<file path="src/rtl/rps_pkg.sv">
// Shared types and helpers for the reset/preset sequencer.
`timescale 1ns/1ps
package rps_pkg;

   typedef enum logic [1:0] {
      S_RESET  = 2'd0,
      S_HOLD   = 2'd1,
      S_RUN    = 2'd2,
      S_PRESET = 2'd3
   } rps_state_e;

   // One counter serves both the reset hold and the preset pulse, so it is
   // sized for whichever of the two is longer.
   function automatic int cnt_width(input int hold, input int pre);
      int m;
      m = (hold > pre) ? hold : pre;
      return $clog2(m + 1);
   endfunction

   // Legal parameter set: at least two synchronizer flops, non-zero hold
   // and non-zero preset length.
   function automatic bit params_legal(input int sync, input int hold, input int pre);
      return (sync >= 2) && (hold >= 1) && (pre >= 1);
   endfunction

endpackage

</file>
<file path="src/rtl/reset_sync.sv">
// Async-assert, sync-deassert reset release chain. rel goes high
// SYNC_STAGES clock edges after reset is removed.
`timescale 1ns/1ps
module reset_sync #(
   parameter int SYNC_STAGES = 2
) (
   input  logic clk,
   input  logic reset,
   output logic rel
);

   logic [SYNC_STAGES-1:0] sync_q;

   // Clear the chain immediately on reset; shift a 1 in on every edge after.
   always_ff @(posedge clk or posedge reset) begin
      if (reset) begin
         sync_q <= '0;
      end else begin
         sync_q <= {sync_q[SYNC_STAGES-2:0], 1'b1};
      end
   end

   assign rel = sync_q[SYNC_STAGES-1];

endmodule

</file>
<file path="src/rtl/reset_preset_sequencer.sv">
// Reset/preset sequencer for a bank of async reset/preset flops.
//
//  state    | meaning
//  ---------+-----------------------------------------------------------
//  S_RESET  | reset asserted or release still in the synchronizer
//  S_HOLD   | release seen, rst_out held for the remaining hold cycles
//  S_RUN    | downstream flops free running, d capture meaningful
//  S_PRESET | preset pulse in progress (may be extended once by pending)
`timescale 1ns/1ps
module reset_preset_sequencer
   import rps_pkg::*;
#(
   parameter int SYNC_STAGES   = 2,
   parameter int RESET_HOLD    = 4,
   parameter int PRESET_CYCLES = 2
) (
   input  logic clk,
   input  logic reset,
   input  logic preset_req,
   output logic rst_out,
   output logic preset_out,
   output logic run,
   output logic busy
);

   localparam int CW = cnt_width(RESET_HOLD, PRESET_CYCLES);
   localparam logic [CW-1:0] HOLD_LAST = CW'(RESET_HOLD - 1);
   localparam logic [CW-1:0] PRE_LAST  = CW'(PRESET_CYCLES - 1);

   if (!params_legal(SYNC_STAGES, RESET_HOLD, PRESET_CYCLES)) begin : g_bad_params
      $error("reset_preset_sequencer: need SYNC_STAGES>=2, RESET_HOLD>=1, PRESET_CYCLES>=1");
   end

   rps_state_e    state_q, state_d;
   logic [CW-1:0] cnt_q, cnt_d;
   logic [CW-1:0] cnt_inc;
   logic          pending_q, pending_d;
   logic          rst_out_q, preset_out_q, run_q, busy_q;
   logic          rel;

   reset_sync #(
      .SYNC_STAGES(SYNC_STAGES)
   ) u_reset_sync (
      .clk   (clk),
      .reset (reset),
      .rel   (rel)
   );

   assign cnt_inc = cnt_q + CW'(1);

   // State, counter, pending flag and registered output decode.
   always_ff @(posedge clk or posedge reset) begin
      if (reset) begin
         state_q      <= S_RESET;
         cnt_q        <= '0;
         pending_q    <= 1'b0;
         rst_out_q    <= 1'b1;
         preset_out_q <= 1'b0;
         run_q        <= 1'b0;
         busy_q       <= 1'b1;
      end else begin
         state_q      <= state_d;
         cnt_q        <= cnt_d;
         pending_q    <= pending_d;
         rst_out_q    <= (state_d == S_RESET) || (state_d == S_HOLD);
         preset_out_q <= (state_d == S_PRESET);
         run_q        <= (state_d == S_RUN);
         busy_q       <= (state_d != S_RUN);
      end
   end

   // Next-state logic. The edge that first sees rel already counts as the
   // first hold cycle, so HOLD leaves when the counter reaches
   // RESET_HOLD-1 and a hold of 1 skips HOLD entirely. A request on the
   // final preset edge restarts the pulse just like a pending one.
   always_comb begin
      state_d   = state_q;
      cnt_d     = cnt_q;
      pending_d = pending_q;
      unique case (state_q)
         S_RESET: begin
            cnt_d     = '0;
            pending_d = 1'b0;
            if (rel) begin
               if (RESET_HOLD == 1) state_d = S_RUN;
               else                 state_d = S_HOLD;
            end
         end
         S_HOLD: begin
            pending_d = 1'b0;
            cnt_d     = cnt_inc;
            if (cnt_inc == HOLD_LAST) begin
               state_d = S_RUN;
               cnt_d   = '0;
            end
         end
         S_RUN: begin
            pending_d = 1'b0;
            if (preset_req) begin
               state_d = S_PRESET;
               cnt_d   = '0;
            end
         end
         S_PRESET: begin
            if (cnt_q == PRE_LAST) begin
               cnt_d = '0;
               if (pending_q || preset_req) begin
                  pending_d = 1'b0;
               end else begin
                  state_d = S_RUN;
               end
            end else begin
               cnt_d = cnt_inc;
               if (preset_req) pending_d = 1'b1;
            end
         end
         default: begin
            state_d = S_RESET;
            cnt_d   = '0;
         end
      endcase
   end

   assign rst_out    = rst_out_q;
   assign preset_out = preset_out_q;
   assign run        = run_q;
   assign busy       = busy_q;

endmodule
</file>
<file path="config.mk">
export PLATFORM = sky130hd
export DESIGN_NAME = reset_preset_sequencer
export DESIGN_NICKNAME = d
export VERILOG_FILES = /design/src/rtl/rps_pkg.sv /design/src/rtl/reset_sync.sv /design/src/rtl/reset_preset_sequencer.sv
export SDC_FILE = /design/constraint.sdc
export NUM_CORES = 1
export LEC_CHECK = 0
export ABC_AREA = 1
export CELL_PAD_IN_SITES_DETAIL_PLACEMENT = 0
export CELL_PAD_IN_SITES_GLOBAL_PLACEMENT = 2
export CORE_ASPECT_RATIO = 0.75
export CORE_MARGIN = 2
export CORE_UTILIZATION = 29
export CTS_CLUSTER_DIAMETER = 80
export DETAILED_ROUTE_END_ITERATION = 6
export DONT_BUFFER_PORTS = 1
export GPL_TIMING_DRIVEN = 1
export PLACE_DENSITY = 0.62
export REMOVE_ABC_BUFFERS = 1
export SYNTH_ARGS = -nofsm -noshare
export SYNTH_HDL_FRONTEND = slang
export SYNTH_HIERARCHICAL = 1
export SYNTH_SLANG_ARGS = --single-unit
export TNS_END_PERCENT = 20
</file>
<file path="constraint.sdc">
create_clock -name clk -period 1.4 [get_ports clk]
set_input_delay 0.28 -clock clk [delete_from_list [all_inputs] [get_ports clk]]
set_output_delay 0.28 -clock clk [all_outputs]
set_load 0.02 [all_outputs]
</file>
==> summary.md <==
| Metric | Value |
|---|---|
| Critical Path RT | around 1.6 ns |
| Post-Syn Instances | 64 |
| Crit path largest cell delay | 0.41 ns |
| H-Tree Depth | 1 |
| DP HPWL | 796 µm |
| Logic pwr share | 35.7% |
| Final period util | 84.2% |
| First-pass GRT wire length | approximately 1700 µm |
| Crit path max-delay family | flip-flops |
| Rows | 13 |
| Register area share after synthesis | between 50% and 60% |
| Routed Antenna Nets | 0 |
| Distinct cells, synth | 15 |
| Synthesized cell area | between 500 and 600 µm² |
| Min-delay worst type | in2reg |
| Post-CTS Repair Setup Buffers | 0 |
| Overflow after GRT | 0 |
| CTS tree | built |
| Yosys warnings | 6 |
| Post-CTS Resized | 0 |
| GP Congestion | 0.743 |
| Top cell type's share of synthesized area | 44.2% |
| CP Cell Sequence | ha_1 > inv_1 > nand2_1 > nand2_1 > nand3_1 > nand2_2 > nand2_1 |
| Cell mode on critical path | nand2_1 |
| Clk buf depth | 2 |
| Starting Density | a little under a third |
| Final min period | 1.18 ns |
| Clock latency on the worst-skew pair | 0.27 ns |
| Status | finished, final reports clean |
| CP Data Arrival Time | 1.37 ns |
| FMAX | 848 MHz |
| Seq pwr share | 46.7% |
| Gr usage total | 10.9% |
| CTS buffer count | 3 |
| CP max-delay cell | dfrtp_1 |
| Routed WL | 986 µm |
| Area contributors post-synth | dfrtp_1 (44%), dfstp_2 (9.3%), nand2_1 (9.3%) |
| Tot Pwr | 0.00114 W |
| Largest net degree at the start of global routing | 11 |
| Clock skew | 0.00927 ns |
| ANT cells | 0 |
| Dpl ws | 0.220 ns |
| Area Overhead vs Synth | 10.6% |
| Sw Ratio | 39.2% |
| Layout cells sized above 1 | 20.6% |
| Pwr per Cell Area | 1820 mW/mm² |
| Setup crit start kind | register |
| Leak | 0.336 nW |
| Setup CP Type | reg2reg |
| Worst-path clk slew | approximately 0.07 ns |
| WP buf/inv | 1 |
| Endpoints failing hold | 0 |
| Initial antenna violation count | 0 |
| Setup crit end kind | register |
| Height of the die | 42.3 µm |
| IO Port Bufs | 0 |
| Finish-stage setup viols | 0 |
| Drt wl/cell | 11.0 µm |
| Worst VDD drop | 0.708 mV |
| Area leader, netlist | dfrtp_1 |
| NetSw | 0.000447 W |
| RSZ-0062 raised after global routing | no |
| Commonest non-fill, non-tap cell in the layout | nand2_1 |
| Worst Setup SP | cnt_q[0] |
| Worst Hold Launch | preset_req |
| CTS Root Cell | clkbuf_4 |
| Power Internal | 0.000695 W |
| Fin nets | 76 |
| Core Footprint | 0.00179 mm² |
| Die span in x | around 55 µm |
| Worst R2R Start | cnt_q[0] |
| Post-DP Area | 594 µm² |
| Setup TNS | 0 ns |
| Post-route cell area | 627 µm² |
| Io pins | 7 |
| CTS sink cnt | 12 |
| Number of remaining DRC errors | 0 |
| Final WS setup | around 0.22 ns |
| Worst Path Max Fanout | 4 |
| Clock Power Share | between 15 and 20% |
| Max Slew Vio Count | 0 |
| Most frequent cells in the layout | nand2_1 (14), nand3_1 (10), dfrtp_1 (10), inv_1 (9), inv_2 (4) |
| Vias per cell | 4.31 |
| Die footprint | 0.00233 mm² |
| Max-cap violation count | 0 |
| Worst hold slack | roughly 0.17 ns |
| DRT Pass-1 Iters | 4 |
| Syn_area_per_cell | 8.86 µm² |
| #FFs+latches synth | 12 |
| Vias in the first global route | just under 400 |
| Initial DRC count | 5 |
| Total number of vias | 388 |
## final timing paths
| path | depth (start not counted) | slack (ns) | to |
|---|---|---|---|
| setup reg to reg | 7 | 0.22 | busy |
| hold / removal | 2 | 0.17 | pending_q |
| min in group asynchronous | 2 | 0.33 | u_reset_sync/sync_q[0] |
| setup / recovery | 7 | 0.22 | busy |
| max in group asynchronous | 2 | 0.63 | busy |
| hold reg to reg | 0 | 0.36 | u_reset_sync/sync_q[1] |
## power groups by stage
stage	registers (W)	clock network, W	logic (W)
global route	0.000547	0.000238	0.000473
detailed placement	0.000541	0	0.000411
floorplan	0.000522	0	0.000345
CTS	0.000534	0.000215	0.000416
global placement	0.000544	0	0.000415
finish	0.000534	0.000201	0.000408
## cells by family (layout without fill, tap and decap cells)
family / after synthesis / after routing / share of synthesized area [%]
simple gates: 32 / 32 / 28.0
other cells: 1 / 1 / 0.662
fa+ha+maj: 3 / 3 / 6.62
compound gates: 3 / 3 / 2.65
buf+inv: 13 / 17 / 8.61
flops: 12 / 12 / 53.4
## state kept, by name, indices dropped and copies added (netlist names)
| signal | count |
|---|---|
| rst_out | 1 |
| busy | 1 |
| state_q | 2 |
| pending_q | 1 |
| u_reset_sync/sync_q | 2 |
| run | 1 |
| preset_out | 1 |
| cnt_q | 3 |
## cells in the mapped netlist
cell and number:
nand3_1 10, ha_1 3, nand2_1 14, dfrtp_1 10, dfstp_2 2, o21ai_0 1, conb_1 1, inv_2 4
nor3_2 1, nand2_2 2, nor2_1 3, nand2_4 2, o21ai_1 1, inv_1 9, a21oi_1 1
## area by class of cell
class / count / area, µm²
inverters: 13 / 48.8
fillers: 193 / 1160
well taps: 22 / 27.5
clock buffers: 3 / 22.5
multi-input cells: 39 / 215
repair buffers: 1 / 10.0
flip-flops and latches: 12 / 303
## per-stage QoR
stage / util, % / std cells
after floorplan: - / 64
after global placement: 33.2 / 86
after detailed placement: 33.2 / 86
after CTS: 35.0 / 90
after global routing: 35.0 / 90
final: 35.0 / 90
## worst register-to-register path, stage by stage, from the launching register on
cell	delay, ns
dfrtp_1	0.41
ha_1	0.24
inv_1	0.07
nand2_1	0.05
nand2_1	0.07
nand3_1	0.12
nand2_2	0.11
nand2_1	0.05
## timing repair
| action | in CTS | in global routing |
|---|---|---|
| hold endpoints to repair | 10 | 0 |
| hold buffers | 1 | 0 |
| setup endpoints to repair | 0 | 0 |
## metal layers
layer / wire length, µm / vias to the layer above / track usage (%) / part of all wire [%]
li1: - / 205 / - / -
met2: 388 / 7 / 13.3 / 39
met1: 534 / 174 / 15.2 / 54
met3: 55 / 2 / 7.50 / 5.6
met4: 7 / 0 / 2.93 / 0.71
met5: 0 / - / 0 / 0
No activity file was read; power rests on OpenSTA's default activity.
